[config.mk]
export PLATFORM = sky130hd
export DESIGN_NAME = twmul_arbiter_flat
export DESIGN_NICKNAME = d
export VERILOG_FILES = /design/src/rtl/twmul_arbiter_pkg.sv /design/src/rtl/twmul_arbiter_if.sv /design/src/rtl/twmul_arbiter_rr.sv /design/src/rtl/twmul_arbiter.sv /design/src/flat_wrapper.sv
export SDC_FILE = /design/constraint.sdc
export NUM_CORES = 1
export LEC_CHECK = 0
export BUFFER_PORTS_ARGS = -buffer_cell sky130_fd_sc_hd__buf_2
export CORE_AREA = 3 3 115 117
export DETAILED_ROUTE_END_ITERATION = 10
export DIE_AREA = 0 0 118 120
export GPL_TIMING_DRIVEN = 0
export SYNTH_ARGS = -nofsm -noshare
export SYNTH_HDL_FRONTEND = slang
export SYNTH_SLANG_ARGS = --single-unit
[constraint.sdc]
create_clock -name clk -period 2.61 [get_ports clk]
set_input_delay 0.3915 -clock clk [delete_from_list [all_inputs] [get_ports clk]]
set_output_delay 0.3915 -clock clk [all_outputs]
set_load 0.1 [all_outputs]
[src/rtl/twmul_arbiter_pkg.sv]
// Shared FFT-8 definitions: Q8.8 data width, default lane count,
// lane-index type and the W8^1 twiddle constants (cos / -sin in Q8.8).
package fft8_pkg;

  localparam int FFT_W    = 16;
  localparam int NREQ_DEF = 4;
  localparam int LANE_W   = $clog2(NREQ_DEF);

  typedef logic [LANE_W-1:0] lane_idx_t;

  localparam logic [FFT_W-1:0] TW_C = 16'h00B4;  //  0.7031 ~ cos(pi/4)
  localparam logic [FFT_W-1:0] TW_S = 16'hFF4C;  // -0.7031 ~ -sin(pi/4)

endpackage

[src/rtl/twmul_arbiter_if.sv]
// Lane request/response and shared-multiplier bus of the twiddle arbiter.
// master: the lanes plus the multiplier; slave: the arbiter itself.
interface twmul_arbiter_if #(
  parameter int NREQ = 4,
  parameter int W    = 16
);

  logic [NREQ-1:0]   req_valid;
  logic [NREQ*W-1:0] req_a;
  logic [NREQ*W-1:0] req_b;
  logic [NREQ-1:0]   req_ready;
  logic [W-1:0]      mul_a;
  logic [W-1:0]      mul_b;
  logic [W-1:0]      mul_r;
  logic [W-1:0]      mul_i;
  logic [NREQ-1:0]   rsp_valid;
  logic [W-1:0]      rsp_r;
  logic [W-1:0]      rsp_i;

  modport master (
    output req_valid, req_a, req_b, mul_r, mul_i,
    input  req_ready, mul_a, mul_b, rsp_valid, rsp_r, rsp_i
  );

  modport slave (
    input  req_valid, req_a, req_b, mul_r, mul_i,
    output req_ready, mul_a, mul_b, rsp_valid, rsp_r, rsp_i
  );

endinterface

[src/rtl/twmul_arbiter_rr.sv]
// rr_arbiter: zero-latency round-robin scan starting at ptr, plus the
// priority pointer that moves to one past the last winner.
module rr_arbiter #(
  parameter int NREQ = 4,
  parameter int IW   = (NREQ > 1) ? $clog2(NREQ) : 1
) (
  input  logic            clk,
  input  logic            rst,
  input  logic [NREQ-1:0] req_valid,
  output logic [NREQ-1:0] grant,
  output logic            grant_any,
  output logic [IW-1:0]   grant_idx
);

  logic [IW-1:0] ptr_reg;

  // First valid lane in the order ptr, ptr+1, ... wrapping at NREQ.
  always_comb begin
    int idx;
    idx       = 0;
    grant     = '0;
    grant_any = 1'b0;
    grant_idx = '0;
    for (int k = 0; k < NREQ; k++) begin
      idx = int'(ptr_reg) + k;
      if (idx >= NREQ) idx = idx - NREQ;
      if (!grant_any && req_valid[idx]) begin
        grant_any = 1'b1;
        grant_idx = IW'(idx);
      end
    end
    grant[grant_idx] = grant_any;
  end

  // Pointer moves past the winner; holds when nobody is granted.
  always_ff @(posedge clk) begin
    if (rst) begin
      ptr_reg <= '0;
    end else if (grant_any) begin
      if (int'(grant_idx) == NREQ - 1) ptr_reg <= '0;
      else                             ptr_reg <= grant_idx + IW'(1);
    end
  end

endmodule

[src/rtl/twmul_arbiter.sv]
// twmul_arbiter: shares one W8^1 twiddle multiplier between NREQ lanes.
// Grants are same-cycle; a LAT-deep tag pipe remembers which lane owns
// each product so it can be steered back with a one-hot strobe.
// Optional build macro: TWMUL_PERF_EN adds saturating per-lane grant
// counters on perf_cnt; without it perf_cnt is constant zero.
module twmul_arbiter
  import fft8_pkg::*;
#(
  parameter int NREQ = NREQ_DEF,
  parameter int W    = FFT_W,
  parameter int LAT  = 1
) (
  input  logic               clk,
  input  logic               rst,
  twmul_arbiter_if.slave     bus,
  output logic               busy,
  output logic [NREQ*16-1:0] perf_cnt
);

  localparam int IW = (NREQ > 1) ? $clog2(NREQ) : 1;

  logic [NREQ-1:0] grant;
  logic            grant_any;
  logic [IW-1:0]   grant_idx;

  logic            tag_valid_reg [LAT];
  logic [IW-1:0]   tag_idx_reg   [LAT];
  logic            inflight;

  rr_arbiter #(.NREQ(NREQ), .IW(IW)) u_rr (
    .clk       (clk),
    .rst       (rst),
    .req_valid (bus.req_valid),
    .grant     (grant),
    .grant_any (grant_any),
    .grant_idx (grant_idx)
  );

  assign bus.req_ready = grant;

  // Steer the winner's operand to the multiplier; zero when idle so the
  // multiplier input is deterministic.
  always_comb begin
    bus.mul_a = '0;
    bus.mul_b = '0;
    for (int i = 0; i < NREQ; i++) begin
      if (grant[i]) begin
        bus.mul_a = bus.req_a[i*W +: W];
        bus.mul_b = bus.req_b[i*W +: W];
      end
    end
  end

  // Ownership tags ride alongside the multiplier pipeline; reset drops
  // anything already in flight.
  genvar gi;
  generate
    for (gi = 0; gi < LAT; gi++) begin : g_tag
      if (gi == 0) begin : g_head
        // Stage 0 captures this cycle's grant.
        always_ff @(posedge clk) begin
          if (rst) begin
            tag_valid_reg[gi] <= 1'b0;
            tag_idx_reg[gi]   <= '0;
          end else begin
            tag_valid_reg[gi] <= grant_any;
            tag_idx_reg[gi]   <= grant_idx;
          end
        end
      end else begin : g_body
        // Later stages simply shift.
        always_ff @(posedge clk) begin
          if (rst) begin
            tag_valid_reg[gi] <= 1'b0;
            tag_idx_reg[gi]   <= '0;
          end else begin
            tag_valid_reg[gi] <= tag_valid_reg[gi-1];
            tag_idx_reg[gi]   <= tag_idx_reg[gi-1];
          end
        end
      end
    end
  endgenerate

  // Return the product to its owning lane; outputs are zero otherwise.
  always_comb begin
    bus.rsp_valid = '0;
    bus.rsp_r     = '0;
    bus.rsp_i     = '0;
    if (tag_valid_reg[LAT-1]) begin
      bus.rsp_valid[tag_idx_reg[LAT-1]] = 1'b1;
      bus.rsp_r = bus.mul_r;
      bus.rsp_i = bus.mul_i;
    end
  end

  // Any tag stage valid means a result is still on its way back.
  always_comb begin
    inflight = 1'b0;
    for (int s = 0; s < LAT; s++) inflight = inflight | tag_valid_reg[s];
  end

  assign busy = inflight | (|bus.req_valid);

`ifdef TWMUL_PERF_EN
  logic [15:0] cnt_reg [NREQ];

  generate
    for (gi = 0; gi < NREQ; gi++) begin : g_perf
      // Count accepted operands per lane, sticking at the maximum.
      always_ff @(posedge clk) begin
        if (rst) begin
          cnt_reg[gi] <= '0;
        end else if (bus.req_valid[gi] && grant[gi] && cnt_reg[gi] != 16'hFFFF) begin
          cnt_reg[gi] <= cnt_reg[gi] + 16'd1;
        end
      end
      assign perf_cnt[gi*16 +: 16] = cnt_reg[gi];
    end
  endgenerate
`else
  assign perf_cnt = '0;
`endif

endmodule

[src/flat_wrapper.sv]
// flat-port wrapper written by rule: the top's interface ports become plain ports
module twmul_arbiter_flat import fft8_pkg::*;
#(
  parameter int NREQ = NREQ_DEF,
  parameter int W    = FFT_W,
  parameter int LAT  = 1
)
  (clk, rst, busy, perf_cnt, bus_req_valid, bus_req_a, bus_req_b, bus_mul_r, bus_mul_i, bus_req_ready, bus_mul_a, bus_mul_b, bus_rsp_valid, bus_rsp_r, bus_rsp_i);
  twmul_arbiter_if #(.NREQ(NREQ), .W(W)) bus_i ();
  input  logic clk;
  input  logic rst;
  output logic busy;
  output logic [NREQ*16-1:0] perf_cnt;
  input wire logic [$bits(bus_i.req_valid)-1:0] bus_req_valid;
  input wire logic [$bits(bus_i.req_a)-1:0] bus_req_a;
  input wire logic [$bits(bus_i.req_b)-1:0] bus_req_b;
  input wire logic [$bits(bus_i.mul_r)-1:0] bus_mul_r;
  input wire logic [$bits(bus_i.mul_i)-1:0] bus_mul_i;
  output wire logic [$bits(bus_i.req_ready)-1:0] bus_req_ready;
  output wire logic [$bits(bus_i.mul_a)-1:0] bus_mul_a;
  output wire logic [$bits(bus_i.mul_b)-1:0] bus_mul_b;
  output wire logic [$bits(bus_i.rsp_valid)-1:0] bus_rsp_valid;
  output wire logic [$bits(bus_i.rsp_r)-1:0] bus_rsp_r;
  output wire logic [$bits(bus_i.rsp_i)-1:0] bus_rsp_i;
  assign bus_i.req_valid = bus_req_valid;
  assign bus_i.req_a = bus_req_a;
  assign bus_i.req_b = bus_req_b;
  assign bus_i.mul_r = bus_mul_r;
  assign bus_i.mul_i = bus_mul_i;
  assign bus_req_ready = bus_i.req_ready;
  assign bus_mul_a = bus_i.mul_a;
  assign bus_mul_b = bus_i.mul_b;
  assign bus_rsp_valid = bus_i.rsp_valid;
  assign bus_rsp_r = bus_i.rsp_r;
  assign bus_rsp_i = bus_i.rsp_i;
  twmul_arbiter #(.NREQ(NREQ), .W(W), .LAT(LAT)) u_core (.clk(clk), .rst(rst), .bus(bus_i), .busy(busy), .perf_cnt(perf_cnt));
endmodule
* After elaboration in Yosys (flattened, before gate mapping)
Memory sizes are Yosys's and may differ from the RTL's.
Cells that the tools add are included.
** Operators by class
- Add/sub/neg operators :: 8
- Magnitude comparators :: 12
- Equality and inequality tests :: 1
- Mux-type cells :: 47
- Bitwise logic cells :: 2
- Reductions and logical operators :: 11
** Operators by type and width (number)
- two-way mux 16 bit :: 10
- < comparator 32 x 4 -> 1 bit, second input constant :: 4
- two-way mux 32 bit :: 4
- two-way mux 1 bit :: 20
- two-way mux 2 bit :: 6
- subtractor 3 x 3 -> 4 bit, second input constant :: 3
- greater-or-equal comparator 3 bit, second input constant :: 3
- binary-select mux 1 bit (select 2 bit) :: 4
- adder 2 x 2 -> 3 bit, second input constant :: 2
- < comparator 2 x 3 -> 1 bit, second input constant :: 2
- logical AND 1 bit :: 5
- AND 4 bit :: 1
- demux 1 bit (select 2 bit) :: 2
- greater-or-equal comparator 2 x 1 -> 1 bit, second input constant :: 2
- two-way mux 4 bit :: 1
- OR reduction 4 bit :: 1
- subtractor 2 x 3 -> 4 bit, second input constant :: 1
- adder 2 x 1 -> 3 bit, second input constant :: 1
- greater-or-equal comparator 2 x 3 -> 1 bit, second input constant :: 1
- logical NOT 1 bit :: 3
- adder 2 x 1 -> 2 bit, second input constant :: 1
- equality test 2 x 1 -> 1 bit, second input constant :: 1
- OR reduction 2 bit :: 1
- bitwise OR 1 bit :: 1
- OR reduction 1 bit :: 1
** Word-level totals
- Register bits after elaboration :: 2
- Memory bits (writable) :: 3
- Input bits :: 166
- Output and inout port bits :: 137
- Word-level logic and storage cells :: 84
- Memories kept :: 2
** Memory list
- u_core.tag_idx_reg :: words 1, width 2, rd ports 1, clocked after memory_dff 0, wr ports 1, line twmul_arbiter.sv:27 : logic [IW-1:0] tag_idx_reg [LAT];
- u_core.tag_valid_reg :: words 1, width 1, rd ports 1, clocked after memory_dff 0, wr ports 1, line twmul_arbiter.sv:26 : logic tag_valid_reg [LAT];

* Longest topological paths before layout
- Depth after elaboration :: 24
- Gate-level depth with buffers :: 9
- Mapped depth without buffers :: 7

* Cells and area by module
A second synthesis with hierarchy kept.
** Unflattened totals
- Cell total of the unflattened synthesis :: 267
- Area total of the unflattened synthesis :: 1904.3 sq um
** Modules (own cells, without submodules)
- twmul_arbiter :: instances 1, cells an instance 233, area each 1639.1 sq um, seq. area each 60.1 sq um
- rr_arbiter :: instances 1, cells an instance 34, area each 265.3 sq um, seq. area each 40.0 sq um

* Worst setup path after synthesis
OpenSTA, ideal clock, no wires.
- Path type :: input to output
- Start :: input port bus_req_valid[2]
- End :: output port bus_mul_a[10]
- Arrival :: 3476 ps
- Required time :: 2219 ps
- Setup slack :: -1257 ps
- Cell stages on the path :: 8
- Buffers on the path :: 2
- Cell sequence :: nor2b_1 > o21a_1 > or3_1 > ha_1 > buf_4 > buf_2 > a221o_1 > a21oi_1
** On the way
- Word-level cells in the longest chain between the ends :: 22
- Elaborated cells between the ends (all ways) :: 36
- Classes of those cells :: order compare (2); mux (26); bitwise (1); reduce/logical (7)
** RTL lines
- start: declaration :: line flat_wrapper.sv:14 : input wire logic [$bits(bus_i.req_valid)-1:0] bus_req_valid;
- binary-select mux 1 bit (select 2 bit) :: line twmul_arbiter_rr.sv:27 : if (!grant_any && req_valid[idx]) begin
- two-way mux 1 bit (implied by the code) (2 in series) :: line twmul_arbiter_rr.sv:27
- two-way mux 1 bit :: line twmul_arbiter_rr.sv:27
- logical NOT 1 bit :: line twmul_arbiter_rr.sv:27
- logical AND 1 bit :: line twmul_arbiter_rr.sv:27
- two-way mux 1 bit :: line twmul_arbiter_rr.sv:27
- logical NOT 1 bit :: line twmul_arbiter_rr.sv:27
- logical AND 1 bit :: line twmul_arbiter_rr.sv:27
- (+3 left out)
- two-way mux 2 bit :: line twmul_arbiter_rr.sv:27
- < comparator 2 x 3 -> 1 bit (implied by the code) / greater-or-equal comparator 2 x 1 -> 1 bit (equally long branches) :: line twmul_arbiter_rr.sv:32 : grant[grant_idx] = grant_any;
- logical AND 1 bit (implied by the code) :: line twmul_arbiter_rr.sv:32
- two-way mux 1 bit (implied by the code) :: line twmul_arbiter_rr.sv:32
- demux 1 bit (select 2 bit) :: line twmul_arbiter_rr.sv:32
- AND 4 bit (no line) *
- two-way mux 16 bit (3 in series) :: line twmul_arbiter.sv:47 : if (grant[i]) begin
- two-way mux 16 bit * :: line twmul_arbiter.sv:47
- end: declaration :: line flat_wrapper.sv:20 : output wire logic [$bits(bus_i.mul_a)-1:0] bus_mul_a;
Mark *: on every way between the ends. The rest lies on a longest branch, timed or not. The select of a mux whose other input is x is not followed.

* Final worst setup path
- Start :: register u_core.u_rr.ptr_reg[0]
- End :: output port bus_mul_a[6]
** On the way
- Word-level cells in the longest chain between the ends :: 24
- Elaborated cells between the ends (all ways) :: 51
- Classes of those cells :: add/sub (7); order compare (6); mux (30); bitwise (1); reduce/logical (7)
** RTL lines
- start: declaration :: line twmul_arbiter_rr.sv:15 : logic [IW-1:0] ptr_reg;
- start signal: assignment :: line twmul_arbiter_rr.sv:41 : else ptr_reg <= grant_idx + IW'(1);
- parallel branches: the longest is 19 deep, another holds subtractor 3 x 3 -> 4 bit
- AND 4 bit (no line) *
- two-way mux 16 bit (3 in series) :: line twmul_arbiter.sv:47
- two-way mux 16 bit * :: line twmul_arbiter.sv:47
Every way passes the cells marked *. The select of a mux whose other input is x is not followed.

==> impl_summary.md <==
Floorplanning
Row generation in the floorplan step produced 41 rows. The number of top-level pins is a little over 300. The overall die width is 118 um. The placeable core region is approximately 0.012 mm2. The die covers 0.0142 mm2. The starting density of the core is between 10% and 20%. The die is between 100 and 150 um tall.

Synth
Synthesis handed over a netlist of roughly 360 instances. In the synthesized netlist the dominant register cell turns out to be sky130_fd_sc_hd__dfxtp_1. The post-synthesis cell area is about 0.0024 mm2. After synthesis, the netlist uses 30 different library cells.

The number of flops mapped to enable cells by yosys is 0. The synthesized area per cell is around 6.5 um2. The fraction of registers with async set or reset after synthesis is 0%. The register bit total from synthesis is 5.

Sequential elements use about 4.2% of the synthesized area. For this run, the number of Yosys warnings is 0.

Final layout
The filler-free cell count of the finished design is approximately 850. The area occupied by multi-input gates is between 0.002 and 0.0025 mm2. The area used by sequential logic in the layout is 105 um2. Compared with the post-synthesis result, the final layout area differs by 126%.

The filler cells instantiated in the layout total 1278. The share of final-layout standard cells stronger than drive strength 1 is 59.4%. The final design area excluding fillers is 0.00536 mm2. The number of antenna cells inserted is 0. The net count of the finished layout is between 800 and 900.

Global route
The first global-routing pass estimated roughly 18 mm of wire. The pin count of the biggest net entering global routing is 11. After global routing the overflow that remains totals 0. The number of global-route vias before repair is 3288.

The initial antenna violation count is 0. Global routing used roughly 16% of the available tracks across all layers.

Placement
The number of placed instances, taps included, is between 800 and 900. In this run the cell area measured after placement is 0.00444 mm2. Buffers placed on the I/O ports in this run total between 200 and 250.

The congestion estimate from routability-driven global placement came to a little under 0.8. The post-detailed-placement half-perimeter wirelength is 9.92 mm.

Worst setup path
The most common cell type on the critical path is sky130_fd_sc_hd__buf_12. For the worst setup path, the data arrival time is 2.53 ns. The critical path is of the reg -> out type. The slowest stage cell on the critical path is sky130_fd_sc_hd__or3_4. The critical path starts at u_core.u_rr.ptr_reg[0].

The required time at the endpoint of the critical path is around 2.2 ns. Walking the worst path, the cells encountered are nand2b_4 > a21oi_4 > or3_4 > ha_4 > buf_12 > buf_12 > buf_12 > a221o_1 > a21oi_4 > buf_12. Along the worst path, the maximum fanout reaches 10. The largest single stage delay on the critical path is 0.41 ns. The worst setup path is launched from a flip-flop. The worst register-to-register path begins at u_core.u_rr.ptr_reg[0]. The worst setup path is captured at a primary output.

Clocking
The clock passes through at most 2 buffers. The tree is rooted in a sky130_fd_sc_hd__clkbuf_16. The TritonCTS buffer count is 3. The tree built by TritonCTS fans out to 5 sinks. The later pin in the worst-skew pair is clocked with a latency of approximately 0.22 ns. The TritonCTS clock tree is yes. The number of H-tree levels is 1. The number of hold buffers added after cts is 0. The clock transition time at the flip-flop clock pins of the worst setup and hold paths is roughly 0.03 ns.

Drt
Before antenna repair, the detailed router went through 4 iterations. The average via count per standard cell is 4.03. The detailed router finished its first iteration with between 100 and 150 violations. In the final routed layout, each cell accounts on average for between 10 and 15 um.

The routed wire length is roughly 12 mm. The number of vias after detailed routing is between 3000 and 4000. The number of nets with antenna violations after detailed routing is 0. The number of remaining DRC errors is 0.

Worst hold path
The startpoint of the worst hold path is rst. The min-delay analysis places its worst path in the category in -> reg.

Job
Max-cap violations in this run came to 0.

Pwr
After layout, the design draws a total of approximately 0.0060 W. Across the VDD grid, the largest voltage drop is a little over 0.7 mV. Power spread over the standard cell area amounts to between 1000 and 1500 mW/mm2. Summed over all cells, the static leakage comes to between 2 and 3 nW.

STA
The smallest clock period supported by the final layout is computed as 2.92 ns. In the final timing run, aggregate negative setup slack is -7.86 ns. The worst clock skew on the final layout is 0.000449 ns.

For this run, the top clock speed supported by timing is ~0.34 GHz. The number of slew-limit violations in the final report was 0. The actual transition at the worst max-transition pin is about 0.55 ns. The final critical-path share of the clock period is 112%. Measured against its own limit, the worst slew margin works out to between 60% and 70%. The tightest hold path in the finished design has a slack of approximately 0.37 ns. The count of endpoints failing setup in the final report is 32. Setup repair after global routing could not meet its margin everywhere. The number of hold violations in the final report is 0. The final setup slack of the worst path is -0.307 ns.

Run status
The final reports fail on negative setup slack. The run finished, with violations left.
==> worst max-delay path, delay by kind of cell (launching register included) <==
family          cells  cell delay [ns]
compound gates      3             0.61
flops               1             0.35
simple gates        2             0.55
buf+inv             4             0.60
fa+ha+maj           1             0.18
==> layout make-up <==
class | instances | share of cell area [%]
multi-input cells | 291 | 40.6
repair buffers | 250 | 34.5
plain buffers | 95 | 15.1
well taps | 172 | 4.02
inverters | 34 | 2.38
flip-flops and latches | 5 | 1.96
clock buffers | 4 | 1.47
==> power by group <==
part	internal [W]	switching (W)
clock	0.000202	0.0000475
combinational	0.00202	0.00365
sequential	0.0000932	0.0000203
total	0.00232	0.00372
==> through the flow <==
step	worst slack, ns	utilization (%)
2_1_floorplan	-0.301	-
3_3_place_gp	-0.601	35.6
3_5_place_dp	-0.635	35.6
4_1_cts	-0.281	42.0
5_1_grt	-0.387	43.0
6_report	-0.307	43.0
==> path summary, 6_finish.rpt <==
path | endpoint | slack [ns] | depth (start not counted)
setup reg to reg | u_core.u_rr.ptr_reg[1] | 1.15 | 6
setup / recovery | bus_mul_a[6] | -0.31 | 10
hold / removal | u_core.u_rr.ptr_reg[1] | 0.37 | 2
hold reg to reg | u_core.u_rr.ptr_reg[1] | 0.57 | 2
==> cell usage after synthesis (all sizes together), types with 4 or more instances <==
cell	instances	area share, %
a221o	32	14
ha	4	2.1
and2	33	8.7
nor2b	6	1.6
buf	88	27
dfxtp	5	4.2
clkbuf	8	1.3
a21oi	66	14
nor2	4	0.63
inv	34	5.4
nand3b	32	10
nand2	33	5.2
==> layout by cell type (no fill, tap or decap), types with 3 or more instances in the layout <==
cell type / Yosys / routed
sky130_fd_sc_hd__nand2_1: 33 / 33
sky130_fd_sc_hd__clkbuf_1: 8 / 4
sky130_fd_sc_hd__nand3b_1: 32 / 32
sky130_fd_sc_hd__inv_1: 34 / 34
sky130_fd_sc_hd__buf_8: 0 / 7
sky130_fd_sc_hd__and2_1: 33 / 33
sky130_fd_sc_hd__a21oi_4: 0 / 33
sky130_fd_sc_hd__conb_1: 1 / 64
sky130_fd_sc_hd__a21oi_1: 66 / 24
sky130_fd_sc_hd__dfxtp_1: 5 / 3
sky130_fd_sc_hd__nor2_1: 4 / 4
sky130_fd_sc_hd__buf_2: 12 / 204
sky130_fd_sc_hd__a21oi_2: 0 / 9
sky130_fd_sc_hd__nor2b_2: 0 / 4
sky130_fd_sc_hd__buf_12: 0 / 37
sky130_fd_sc_hd__a221o_1: 32 / 32
sky130_fd_sc_hd__buf_6: 6 / 8
sky130_fd_sc_hd__clkbuf_16: 0 / 4
sky130_fd_sc_hd__clkbuf_4: 0 / 5
sky130_fd_sc_hd__buf_4: 69 / 78
==> cells by family after synthesis <==
kind of cell,share of synthesized area (%)
simple gates,29.4
other cells,0.158
flops,4.23
buf+inv,34.1
fa+ha+maj,2.12
mux,0.423
compound gates,29.6
==> metal layers <==
layer	GRT usage (%)	vias up	wire [um]
li1	-	1746	-
met1	20.8	1548	5160
met2	28.5	133	6550
met3	1.74	2	641
met4	0.733	0	11
met5	0	-	0
==> timing repair <==
action,4_1_cts,5_1_grt
cloned,1,1
setup buffers,10,1
setup endpoints to repair,34,35
resized for setup,169,34
pin swaps,15,38
(Power assumes the default switching activity.)
